[src/rtl/imem_loader_pkg.sv]
// Shared types and constants for the instruction-memory program loader.
// Build option: define IMEM_LOADER_CHECKSUM_EN to append an XOR checksum byte to the stream.
package imem_loader_pkg;

  typedef enum logic [2:0] {
    IDLE   = 3'd0,
    LEN_LO = 3'd1,
    LEN_HI = 3'd2,
    DATA   = 3'd3,
    WRITE  = 3'd4,
    CHECK  = 3'd5,
    DONE   = 3'd6,
    ERR    = 3'd7
  } loader_state_t;

  localparam int unsigned LEN_BYTES  = 2;
  localparam int unsigned WORD_BYTES = 4;
  localparam int unsigned BYTE_W     = 8;
  localparam int unsigned WORD_W     = WORD_BYTES * BYTE_W;
  localparam int unsigned LEN_W      = LEN_BYTES * BYTE_W;
  localparam int unsigned IDX_W      = $clog2(WORD_BYTES);

endpackage

[src/rtl/imem_loader_byte_packer.sv]
// Little-endian 4-byte shift buffer; wordReady pulses for one cycle after the 4th byte lands.
module byte_packer
  import imem_loader_pkg::*;
(
  input  logic              clk,
  input  logic              reset,
  input  logic              clear,
  input  logic              shift,
  input  logic [BYTE_W-1:0] byteIn,
  output logic [WORD_W-1:0] word,
  output logic [IDX_W-1:0]  byteIdx,
  output logic              wordReady
);

  always_ff @(posedge clk) begin
    if (reset || clear) begin
      word      <= '0;
      byteIdx   <= '0;
      wordReady <= 1'b0;
    end else begin
      wordReady <= 1'b0;
      if (shift) begin
        // New bytes enter at the top so the first byte ends up in [7:0].
        word      <= {byteIn, word[WORD_W-1:BYTE_W]};
        byteIdx   <= byteIdx + IDX_W'(1);
        wordReady <= (byteIdx == IDX_W'(WORD_BYTES - 1));
      end
    end
  end

endmodule

[src/rtl/imem_loader.sv]
// Byte-serial loader that fills instruction memory and holds the core in reset meanwhile.
// Build option: IMEM_LOADER_CHECKSUM_EN adds a trailing XOR checksum byte and the CHECK state.
module imem_loader
  import imem_loader_pkg::*;
#(
  parameter logic [31:0] BASE_ADDR = 32'h0000_0000,
  parameter int unsigned MAX_WORDS = 64,
  parameter int unsigned ADDR_W    = 32
) (
  input  logic              clk,
  input  logic              reset,
  input  logic              start,
  input  logic [7:0]        byte_in,
  input  logic              byte_valid,
  output logic              byte_ready,
  output logic              IMemWrite,
  output logic [ADDR_W-1:0] imem_addr,
  output logic [31:0]       imem_wdata,
  output logic              cpu_hold,
  output logic              done,
  output logic              error
);

  loader_state_t     state;
  logic [LEN_W-1:0]  len;
  logic [LEN_W-1:0]  wordCnt;
  logic [LEN_W-1:0]  lenNext;
  logic [ADDR_W-1:0] addr;
  logic [WORD_W-1:0] word;
  logic [IDX_W-1:0]  byteIdx;
  logic              wordReady;
  logic              accept;
  logic              restart;
`ifdef IMEM_LOADER_CHECKSUM_EN
  logic [BYTE_W-1:0] csum;
`endif

  // Handshake and status outputs decode straight from the state register.
  assign byte_ready = (state == LEN_LO) || (state == LEN_HI) ||
                      (state == DATA)   || (state == CHECK);
  assign cpu_hold   = (state != IDLE) && (state != DONE);
  assign accept     = byte_valid && byte_ready;
  assign restart    = start && ((state == IDLE) || (state == DONE) || (state == ERR));
  assign lenNext    = {byte_in, len[BYTE_W-1:0]};

  assign IMemWrite  = wordReady;
  assign imem_addr  = addr;
  assign imem_wdata = word;

  byte_packer u_packer (
    .clk      (clk),
    .reset    (reset),
    .clear    (restart),
    .shift    (accept && (state == DATA)),
    .byteIn   (byte_in),
    .word     (word),
    .byteIdx  (byteIdx),
    .wordReady(wordReady)
  );

  always_ff @(posedge clk) begin
    if (reset) begin
      state   <= IDLE;
      len     <= '0;
      wordCnt <= '0;
      addr    <= ADDR_W'(BASE_ADDR);
      done    <= 1'b0;
      error   <= 1'b0;
`ifdef IMEM_LOADER_CHECKSUM_EN
      csum    <= '0;
`endif
    end else begin
      case (state)
        IDLE, DONE, ERR: begin
          if (restart) begin
            state   <= LEN_LO;
            wordCnt <= '0;
            addr    <= ADDR_W'(BASE_ADDR);
            done    <= 1'b0;
            error   <= 1'b0;
`ifdef IMEM_LOADER_CHECKSUM_EN
            csum    <= '0;
`endif
          end
        end
        LEN_LO: begin
          if (accept) begin
            len[BYTE_W-1:0] <= byte_in;
            state           <= LEN_HI;
          end
        end
        LEN_HI: begin
          if (accept) begin
            len[LEN_W-1:BYTE_W] <= byte_in;
            if ((lenNext == '0) || (32'(lenNext) > MAX_WORDS)) begin
              state <= ERR;
              error <= 1'b1;
            end else begin
              state <= DATA;
            end
          end
        end
        DATA: begin
          if (accept) begin
`ifdef IMEM_LOADER_CHECKSUM_EN
            csum <= csum ^ byte_in;
`endif
            if (byteIdx == IDX_W'(WORD_BYTES - 1)) begin
              state <= WRITE;
            end
          end
        end
        WRITE: begin
          addr    <= addr + ADDR_W'(WORD_BYTES);
          wordCnt <= wordCnt + LEN_W'(1);
          if ((wordCnt + LEN_W'(1)) == len) begin
`ifdef IMEM_LOADER_CHECKSUM_EN
            state <= CHECK;
`else
            state <= DONE;
            done  <= 1'b1;
`endif
          end else begin
            state <= DATA;
          end
        end
`ifdef IMEM_LOADER_CHECKSUM_EN
        CHECK: begin
          if (accept) begin
            if (byte_in == csum) begin
              state <= DONE;
              done  <= 1'b1;
            end else begin
              state <= ERR;
              error <= 1'b1;
            end
          end
        end
`endif
        default: state <= IDLE;
      endcase
    end
  end

endmodule

[config.mk]
export PLATFORM = sky130hd
export DESIGN_NAME = imem_loader
export DESIGN_NICKNAME = d
export VERILOG_FILES = /design/src/rtl/imem_loader_pkg.sv /design/src/rtl/imem_loader_byte_packer.sv /design/src/rtl/imem_loader.sv
export SDC_FILE = /design/constraint.sdc
export NUM_CORES = 1
export LEC_CHECK = 0
export CAP_MARGIN = 20
export CORE_MARGIN = 8
export CORE_UTILIZATION = 35
export DETAILED_ROUTE_END_ITERATION = 12
export PLACE_DENSITY = 0.62
export SYNTH_ARGS = -nofsm -noshare
export SYNTH_HDL_FRONTEND = slang
export SYNTH_HIERARCHICAL = 1
export SYNTH_SLANG_ARGS = --single-unit
export TNS_END_PERCENT = 30
[constraint.sdc]
create_clock -name clk -period 4.6 [get_ports clk]
set_clock_uncertainty 0.15 [all_clocks]
set_input_delay 0.92 -clock clk [delete_from_list [all_inputs] [get_ports clk]]
set_output_delay 0.92 -clock clk [all_outputs]
set_load 0.01 [all_outputs]
After elaboration in Yosys (flattened, before gate mapping)

Index checks and enable logic that the tools add are counted.

Flip-flop bits (word level): 104
Input bits: 12
Output and inout port bits: 69
Logic and storage cells: 74

Add/sub/neg operators: 3
$lt $le $gt $ge: 1
Equal/unequal tests: 17
Mux-type cells: 18
Bitwise operators: 1
Reduce and logical (&&, ||, !) cells: 24

Operator list:

| kind                  | number |
|---|---|
| $pmux 32 s2           | 1 |
| $add 32x3->32 const B | 1 |
| $mux 32               | 1 |
| $pmux 16 s2           | 1 |
| $mux 3                | 7 |
| $add 16x1->16 const B | 1 |
| $eq 16x16->1          | 1 |
| $gt 16x7->1 const B   | 1 |
| $logic_not 16->1      | 1 |
| $mux 16               | 1 |
| $pmux 3 s5            | 1 |
| $eq 3x3->1 const B    | 4 |
| $ne 2x2->1 const B    | 4 |
| $logic_or 1x1->1      | 7 |
| $eq 3x2->1 const B    | 2 |
| $ne 2x1->1 const B    | 3 |
| $reduce_and 2->1      | 3 |
| $reduce_and 5->1      | 1 |
| $logic_and 1x1->1     | 4 |
| $mux 1                | 4 |
| $pmux 1 s2            | 2 |
| $reduce_and 4->1      | 1 |
| $reduce_bool 2->1     | 2 |
| $eq 3x1->1 const B    | 1 |
| other kinds (9)       | 9 |

Longest topological paths before layout

Gate-level depths: netlist of run 1.

Word-level depth: 8
Gate-level depth with buffers: 8
Depth with buffers taken out: 7

By module

The synthesis of run 1 kept the hierarchy.

Modules (own cells, without submodules):

| module      | times used | cells each | area an instance (um^2) | sequential area each (um^2) |
|---|---|---|---|---|
| imem_loader | 1          | 509        | 3851.2                  | 1341.3 |
| byte_packer | 1          | 115        | 1297.5                  | 700.7 |

Worst setup path before layout of run 1

OpenSTA, ideal clock, no wires.

Path type: reg2reg
Start: register wordCnt[1]
End: register state[0]
Library setup time: 0.115 ns
Arrival time: 1.968 ns
Required time: 4.335 ns
Slack: 2.367 ns
Cell stages (with the launch flop): 9
Buffers on the path: 1
Clock period less this slack: 2.233 ns
Path through: dfxtp_1 -> ha_1 -> buf_6 -> nand4_4 -> nor4_1 -> xnor2_1 -> nor4_2 -> o2111ai_1 -> o21a_1

Word-level cells in the longest chain between the ends: 4

Ends and longest elaborated chain:

| element                | line               | source |
|---|---|---|
| start, declared        | imem_loader.sv:26  | `logic [LEN_W-1:0] wordCnt;` |
| start signal, assigned | imem_loader.sv:115 | `wordCnt <= wordCnt + LEN_W'(1);` |
| $add 16x1->16          | imem_loader.sv:116 | `if ((wordCnt + LEN_W'(1)) == len) begin` |
| $eq 16x16->1           | imem_loader.sv:116 |  |
| $mux 3                 | imem_loader.sv:116 |  |
| $pmux 3 s5             | imem_loader.sv:73  | `case (state)` |
| end signal, assigned   | imem_loader.sv:76  | `state <= LEN_LO;` |
| end signal, assigned   | imem_loader.sv:120 | `state <= DONE;` |
| end signal, assigned   | imem_loader.sv:124 | `state <= DATA;` |
| end, declared          | imem_loader.sv:24  | `loader_state_t state;` |

Every way passes these cells.
A chain may end at the register's enable or synchronous reset.

Worst setup path in the final report of run 1

Start: register state[1]
End: output port cpu_hold

Word-level cells in the longest chain between the ends: 2
Elaborated cells between the ends (all ways): 3
Those cells by class: 1 x eq/ne; 2 x reduce/logical

Ends and longest elaborated chain:

| element                                         | line              | source |
|---|---|---|
| start signal, assigned                          | imem_loader.sv:63 | `state <= IDLE;` |
| start signal, assigned                          | imem_loader.sv:76 |  |
| start signal, assigned                          | imem_loader.sv:89 | `state <= LEN_HI;` |
| $ne 3x3->1 or $reduce_bool 3->1 (tied branches) | imem_loader.sv:41 | `assign cpu_hold = (state != IDLE) && (state != DONE);` |
| $logic_and 1x1->1 (*)                           | imem_loader.sv:41 |  |
| end, declared                                   | imem_loader.sv:19 | `output logic cpu_hold,` |

Mark *: on every way between the ends. The rest lies on a longest branch, timed or not.

==> results.cfg, run 1 <==
[logic_synthesis]
postSynthAreaPerCell_um2 = 8.25
ys_seq_area_share_pct = 39.7
synth_edf_count = 0
synthXorXnorAreaFrac_pct = 2.89
synth_flop_cell = dfxtp_1
synthMuxAreaShare_pct = 8.07
synth_top_family_by_area = simple AND/OR/NAND/NOR gates
yosys.area.top_type = dfxtp_1
yosys-top-cells-count = dfxtp_1, nor2_1, nand2_1
synth-simple-area-share_pct = 27.7
synth_compound_area_share_pct = 14.3
syn_area_mm2 = 0.00515
synth-adder-area-share_pct = 0.729
synth.most_common_cell = dfxtp_1
synthArstFlopShare_pct = 0
synth.distinct_cells = 63
synth_cells = 624
ys_ff_latch = 102
synth_warnings = 6
synth_top_area_share_pct = 39.7
synthTopCellsByArea = dfxtp_1, mux2i_1, nor2_1, a21oi_1, nand2_1

[placed_design]
dp_hpwl_mm = 9.59
io_buffers = 78
routabilityCongestion = 0.835
dp_slack_ps = 1390

[floorplanning]
die_area_mm2 = 0.0188
die_h_um = 137
coreArea_mm2 = 0.0145
dieWidth_um = 137
num_io_pins = 81
start_util_pct = 35.6
rows = 44

[clock_tree]
clockBufferDepth = 2
cts_hold_buffers = 0
worstSkewPairLatency_ps = 350
clk_pin_slew_worst_paths_ps = 80
htree_levels = 3
cts-root-buf = clkbuf_16
cts_tree = built
cts_made_buffers = 9
cts_resized = 0
clock_sinks = 102
cts_setup_buffers = 0

[setup_path]
crit_required_ps = 3530
crit_slowest_cell = dfxtp_1
crit_type = reg2out
crit_path_max_incr_delay_ps = 680
crit_fanout = 19
cp_cell_sequence = nor2_1 > o21ai_0 > clkdlybuf4s50_1
crit_path_end_kind = output port
start_kind = flip-flop
arrival_ps = 1890

[route]
wirelength_mm = 13.4
vias = 4659
antenna_left = 0
drt-initial-drc-count = 294
route.detailed.drc = 0
dr.pass1.iters = 5
wire_per_inst_um = 15.4
viasPerCell = 5.36

[cells_and_area]
n_fill_cell = 1404
final_layout_size_suffix_gt1_share_pct = 6.42
fin_nets = 695
syn_to_final_growth_pct = 21.2
antennaDiodeCount = 0

[min_path]
min_path_type = reg2reg

[sta]
maxSlewHeadroom_pct = 46.2
hold_viol = 0
setup_viol = 0
worstMarginPinSlew_ps = 807
rsz0062_at_grt = no
finalSetupTns_ps = 0
setup_slack_ps = 1640
drv_slew = 0
finalCriticalPeriod_ps = 2960
period_share_pct = 64.3
max_freq_ghz = 0.338

[global_routing]
grt_max_degree = 44
antenna_found_initial = 0
grt.total_usage_pct = 14.2
grt_first_pass_wirelength_mm = 21.8
grt_remaining_overflow = 0
grt_pass1_vias = 4367

[power]
irDropWorstVdd_v = 0.000214
p_leak_nw = 2.05
p_per_area_mw_per_mm2 = 333

[outcome]
status = complete, no violations

[run]
cap_violations = 0
## power breakdown
part	total (mW)	internal [mW]	leakage, nW	switching [mW]
sequential	0.945	0.903	0.822	0.0412
combinational	0.331	0.123	1.07	0.208
clock	0.800	0.399	0.155	0.401
## registers in the layout (all words and copies together), names as in the netlist
| register | count |
|---|---|
| state | 3 |
| len | 16 |
| u_packer/word | 32 |
| wordCnt | 16 |
| imem_addr | 30 |
| u_packer/wordReady | 1 |
| u_packer/byteIdx | 2 |
| error | 1 |
| done | 1 |
## cells in the final DEF (no fill, tap or decap), drive strengths merged, types with 10 or more instances in the layout
| cell type | count |
|---|---|
| a21oi | 48 |
| and3 | 10 |
| clkbuf | 10 |
| clkdlybuf4s50 | 77 |
| dfxtp | 102 |
| inv | 14 |
| mux2i | 37 |
| nand2 | 61 |
| nand3 | 34 |
| nand4 | 19 |
| nor2 | 93 |
| nor3 | 15 |
| nor4 | 10 |
| o21ai | 30 |
| xnor2 | 13 |
## area by class of cell
| class | instances | area [µm²] | share of cell area [%] |
|---|---|---|---|
| inverter | 9 | 33.8 | 0.542 |
| sequential | 102 | 2040 | 32.7 |
| clock buffer | 9 | 225 | 3.61 |
| timing repair buffer | 87 | 841 | 13.5 |
| multi-input combinational | 471 | 2780 | 44.5 |
| clock inverter | 7 | 88.8 | 1.42 |
| tap | 184 | 230 | 3.69 |
## per-layer routing
| metal | part of all wire, % | track usage [%] | wire (µm) | vias to the layer above |
|---|---|---|---|---|
| met5 | 0 | 0 | 0 | - |
| li1 | - | - | - | 2325 |
| met3 | 5.1 | 3.14 | 687 | 20 |
| met4 | 1.9 | 5.55 | 257 | 0 |
| met2 | 48 | 24.0 | 6400 | 101 |
| met1 | 45 | 17.3 | 6030 | 2213 |
## kinds of logic after synthesis
kind of cell / count (synthesis)
XOR/XNOR: 17
other: 1
buffers and inverters: 52
adder cells (fa/ha/maj): 3
AND/OR/NAND/NOR: 286
AO/OA/AOI/OAI: 122
flip-flops: 102
multiplexers: 41
## per-stage QoR
stage	total power [mW]	instance area, µm²	hold slack (ps)	instances	util, %
floorplan	1.20	5150	290	625	-
global placement	1.29	5920	305	852	40.9
detailed placement	1.29	5920	311	852	40.9
CTS	2.09	6230	322	868	43.1
global route	2.18	6240	349	869	43.1
finish	2.08	6240	322	869	43.1
## final timing paths
kind                            startpoint  depth (start not counted)       end  slack (ps)
worst max-delay path              state[1]                          3  cpu_hold        1640
worst min-delay path                  done                          2      done         320
worst max register to register    state[2]                          6  state[0]        1660
worst min register to register        done                          2      done         320
## worst max-delay path: cells and delay by family (launching register included)
family,cells,cell delay (ps)
flops,1,680
buf+inv,1,580
simple gates,1,100
compound gates,1,180
Note: power is estimated with default switching activity, not from simulation.
==> inputs of run 2 (changes only) <==
--- a/config.mk
+++ b/config.mk
@@ -9,7 +9,7 @@
 export CORE_MARGIN = 8
 export CORE_UTILIZATION = 35
 export DETAILED_ROUTE_END_ITERATION = 12
-export PLACE_DENSITY = 0.62
+export PLACE_DENSITY = 0.64
 export SYNTH_ARGS = -nofsm -noshare
 export SYNTH_HDL_FRONTEND = slang
 export SYNTH_HIERARCHICAL = 1
==> constraint.sdc (replaced) <==
create_clock -name clk -period 2.5 [get_ports clk]
set_clock_uncertainty 0.15 [all_clocks]
set_input_delay 0.5 -clock clk [delete_from_list [all_inputs] [get_ports clk]]
set_output_delay 0.5 -clock clk [all_outputs]
set_load 0.01 [all_outputs]
==> run 2 against run 1 <==
Net effect: hold slack better by 5.2 ps; global-route usage rose by 1.2 points; largest cell class unchanged; highest routed layer unchanged; via count increased by 3.8%; critical path depth increased by 1; critical path type unchanged; combinational power increased by 120%; sequential share of layout area is 1.2 points lower; clock power rose by 74%; non-clock buffer count rose by 30; clock-buffer cell count is the same; largest power group unchanged.
==> results.cfg, run 2 (same netlist as run 1, synthesis figures left out) <==
[setup_path]
r2r_cells = 8
arrival_ps = 1730
crit_required_ps = 1850
crit_fanout = 16
crit_path_end_kind = output port
start_kind = flip-flop
crit_type = reg2out

[route]
drt-initial-drc-count = 403
vias = 4838
route.detailed.drc = 0
wirelength_mm = 14.3
viasPerCell = 5.38
dr.pass1.iters = 5
antenna_left = 0
wire_per_inst_um = 15.9

[cells_and_area]
design_area_mm2 = 0.00649
syn_to_final_growth_pct = 26.0
layout_commonest_cell = dfxtp_1
final_cell_mix = dfxtp_1, nor2_1, clkdlybuf4s50_1, nand2_1, a21oi_1
fin_cells = 899
post-route-util_pct = 44.8
n_fill_cell = 1411
antennaDiodeCount = 0
largest_reg_flops = 32
largest-register = u_packer/word
multi_input_area_mm2 = 0.00281
ff_latch_area_mm2 = 0.00204
fin_nets = 725
final_layout_size_suffix_gt1_share_pct = 11.3

[placed_design]
dp_hpwl_mm = 10.3
placed_area_mm2 = 0.00616
io_buffers = 78
placed_cells = 883
routabilityCongestion = 0.860

[min_path]
whs_path_depth = 2
min_path_type = reg2reg

[floorplanning]
rows = 44
die_h_um = 137
die_area_mm2 = 0.0188
start_util_pct = 35.6
coreArea_mm2 = 0.0145
dieWidth_um = 137
num_io_pins = 81

[global_routing]
grt_max_degree = 36
grt.total_usage_pct = 15.4
grt_pass1_vias = 4638
antenna_found_initial = 0
grt_remaining_overflow = 0
grt_first_pass_wirelength_mm = 23.2

[outcome]
status = complete, no violations

[sta]
hold_viol = 0
drv_slew = 0
finalCriticalPeriod_ps = 2380
worstMarginPinSlew_ps = 550
period_share_pct = 95.1
setup_viol = 0
rsz0062_at_grt = yes
maxSlewHeadroom_pct = 63.2
max_freq_ghz = 0.421

[power]
irDropWorstVdd_v = 0.000383
p_leak_nw = 2.20
p_per_area_mw_per_mm2 = 587

[clock_tree]
cts_tree = built
cts_hold_buffers = 0
worstSkewPairLatency_ps = 360
cts_setup_buffers = 0
cts-root-buf = clkbuf_16
clockBufferDepth = 2
clk_pin_slew_worst_paths_ps = 80
cts_made_buffers = 9
htree_levels = 3
clock_sinks = 102

[run]
cap_violations = 0
## run 2: report_power, final
group | internal (mW) | leakage, nW | switching, mW
clock | 0.701 | 0.146 | 0.692
sequential | 1.66 | 0.823 | 0.0364
combinational | 0.273 | 1.23 | 0.442
## run 2: critical path, stage by stage, from the launching register on
cell             delay (ps)
dfxtp_1                 310
buf_4                   180
and2_1                  210
nor2_1                  130
clkdlybuf4s50_1         540
## run 2: final timing paths
kind | endpoint | start | slack [ps]
min reg2reg | done | done | 330
min | done | done | 330
max | byte_ready | state[2] | 120
max reg2reg | state[0] | wordCnt[1] | 160
## run 2: stage by stage
step                      hold WS [ps]  power, mW  worst slack, ps  TNS [ps]
after floorplan                    290       2.20              267         0
after global placement             313       2.43            -55.9     -55.9
after detailed placement           318       2.45            -78.0     -78.0
after CTS                          327       3.85             7.19         0
after global routing               354       4.01            -16.9     -16.9
final                              327       3.81              123         0
## run 2: layer usage
| metal | GRT usage, % | routed length (µm) |
|---|---|---|
| met5 | 0 | 0 |
| met1 | 18.5 | 6230 |
| met3 | 4.49 | 838 |
| met4 | 5.49 | 234 |
| met2 | 25.6 | 6990 |
## run 2: what timing repair did
action | CTS | global route
pin swaps | 0 | 1
setup endpoints to repair | 2 | 4
cloned | 0 | 0
resized for setup | 2 | 7
## run 2: final cells by class
| class | instances | area share [%] |
|---|---|---|
| repair buffers | 117 | 16.7 |
| multi-input cells | 471 | 43.2 |
| inverters | 9 | 0.521 |
| clock inverters | 7 | 1.02 |
| clock buffers | 9 | 3.47 |
| flip-flops and latches | 102 | 31.5 |
| well taps | 184 | 3.55 |
==> inputs of run 3 (changes only) <==
--- a/config.mk
+++ b/config.mk
@@ -9,7 +9,8 @@
 export CORE_MARGIN = 8
 export CORE_UTILIZATION = 35
 export DETAILED_ROUTE_END_ITERATION = 12
-export PLACE_DENSITY = 0.64
+export PLACE_DENSITY = 0.62
+export RECOVER_POWER = 100
 export SYNTH_ARGS = -nofsm -noshare
 export SYNTH_HDL_FRONTEND = slang
 export SYNTH_HIERARCHICAL = 1
==> constraint.sdc (replaced) <==
create_clock -name clk -period 2.9 [get_ports clk]
set_clock_uncertainty 0.15 [all_clocks]
set_input_delay 0.58 -clock clk [delete_from_list [all_inputs] [get_ports clk]]
set_output_delay 0.58 -clock clk [all_outputs]
set_load 0.01 [all_outputs]
==> run 3 against run 2 <==
Net effect: wire length down 7.4%; die area unchanged; power fell by 16%; sequential power is 13% lower; setup slack improved by 140 ps; sequential cell count is the same; combinational power fell by 26%.
==> results.cfg, run 3 (same netlist as run 1, synthesis figures left out) <==
[placed_design]
io_buffers = 78
placed_area_mm2 = 0.00599
dp_hpwl_mm = 9.74
routabilityCongestion = 0.818
placed_cells = 860

[global_routing]
grt_max_degree = 36
grt_remaining_overflow = 0
grt_first_pass_wirelength_mm = 21.7
grt.total_usage_pct = 14.2
grt_pass1_vias = 4414
antenna_found_initial = 0

[sta]
maxSlewHeadroom_pct = 51.5
finalCriticalPeriod_ps = 2640
worstMarginPinSlew_ps = 727
hold_ws_ps = 325
max_freq_ghz = 0.379
drv_slew = 0
finalSetupTns_ps = 0
rsz0062_at_grt = no
period_share_pct = 90.9
hold_viol = 0
setup_viol = 0

[floorplanning]
num_io_pins = 81
start_util_pct = 35.6
dieWidth_um = 137
rows = 44
coreArea_mm2 = 0.0145
die_area_mm2 = 0.0188
die_h_um = 137

[cells_and_area]
largest-register = u_packer/word
design_area_mm2 = 0.00627
fin_nets = 702
syn_to_final_growth_pct = 21.9
largest_reg_flops = 32
final_layout_size_suffix_gt1_share_pct = 6.94
fin_cells = 876
layout_commonest_cell = dfxtp_1
antennaDiodeCount = 0
final_cell_mix = dfxtp_1, nor2_1, dlygate4sd3_1, nand2_1, a21oi_1
post-route-util_pct = 43.3

[setup_path]
rrSetupSlack_ps = 280
crit_fanout = 13
crit_path_end_kind = output port
crit_path_max_incr_delay_ps = 630
start_kind = flip-flop
arrival_ps = 1910
crit_type = reg2out
crit_required_ps = 2170
r2r_cells = 7
cp_cell_sequence = inv_1 > o21ai_0 > dlygate4sd3_1
crit_slowest_cell = dlygate4sd3_1

[route]
dr.pass1.iters = 4
antenna_left = 0
wirelength_mm = 13.2
wire_per_inst_um = 15.1
route.detailed.drc = 0
drt-initial-drc-count = 305
vias = 4677
viasPerCell = 5.34

[clock_tree]
worstSkewPairLatency_ps = 350
clk_pin_slew_worst_paths_ps = 70
clockBufferDepth = 2
clock_sinks = 102
cts_resized = 0
cts_tree = built
cts_setup_buffers = 0
cts-root-buf = clkbuf_16
cts_made_buffers = 9
cts_hold_buffers = 0
htree_levels = 3

[power]
irDropWorstVdd_v = 0.000292
p_leak_nw = 2.30
p_per_area_mw_per_mm2 = 511
swShare_pct = 30.3
p_seq_share_pct = 46.3
combPwrFrac_pct = 16.6
internal_power_mw = 2.23
switchingPower_mw = 0.972
power.share.clock_pct = 37.1

[min_path]
min_path_type = reg2reg
whs_path_depth = 2

[run]
cap_violations = 0

[outcome]
status = complete, no violations
run 3: layer usage:
metal,global-route usage (%),up-vias,routed length [µm],share of wire (%)
met5,0,-,0,0
met4,3.92,0,182,1.4
met3,3.50,10,741,5.6
met2,24.1,109,6300,48
met1,17.4,2207,6020,45
li1,-,2351,-,-
run 3: path summary, 6_finish.rpt:
kind	startpoint	end
min	len[8]	len[8]
max	state[0]	cpu_hold
min reg2reg	len[8]	len[8]
max reg2reg	wordCnt[0]	state[0]
run 3: through the flow:
| step | total power, mW | setup WS (ps) |
|---|---|---|
| after detailed placement | 2.07 | 244 |
| after CTS | 3.27 | 233 |
| final | 3.20 | 263 |
| after global routing | 3.37 | 45.7 |
| after global placement | 2.06 | 272 |
| after floorplan | 1.90 | 667 |
run 3: critical path, delay by kind of cell (launching register included):
family	cells	cell delay [ps]
AOI/OAI and AO/OA	1	130
buffers and inverters	2	840
DFF	1	590
run 3: power groups by stage:
stage	sequential [mW]	combinational [mW]	clock, mW
after floorplan	1.49	0.410	0
after global placement	1.52	0.543	0
after detailed placement	1.52	0.554	0
after CTS	1.48	0.557	1.23
after global routing	1.49	0.595	1.29
final	1.48	0.532	1.19
run 3: cell type report:
| cell class | instances | area (µm²) |
|---|---|---|
| fillers | 1428 | 8200 |
| multi-input cells | 471 | 2780 |
| clock inverters | 7 | 71.3 |
| inverters | 9 | 33.8 |
| well taps | 184 | 230 |
| flip-flops and latches | 102 | 2040 |
| clock buffers | 9 | 225 |
| repair buffers | 94 | 895 |
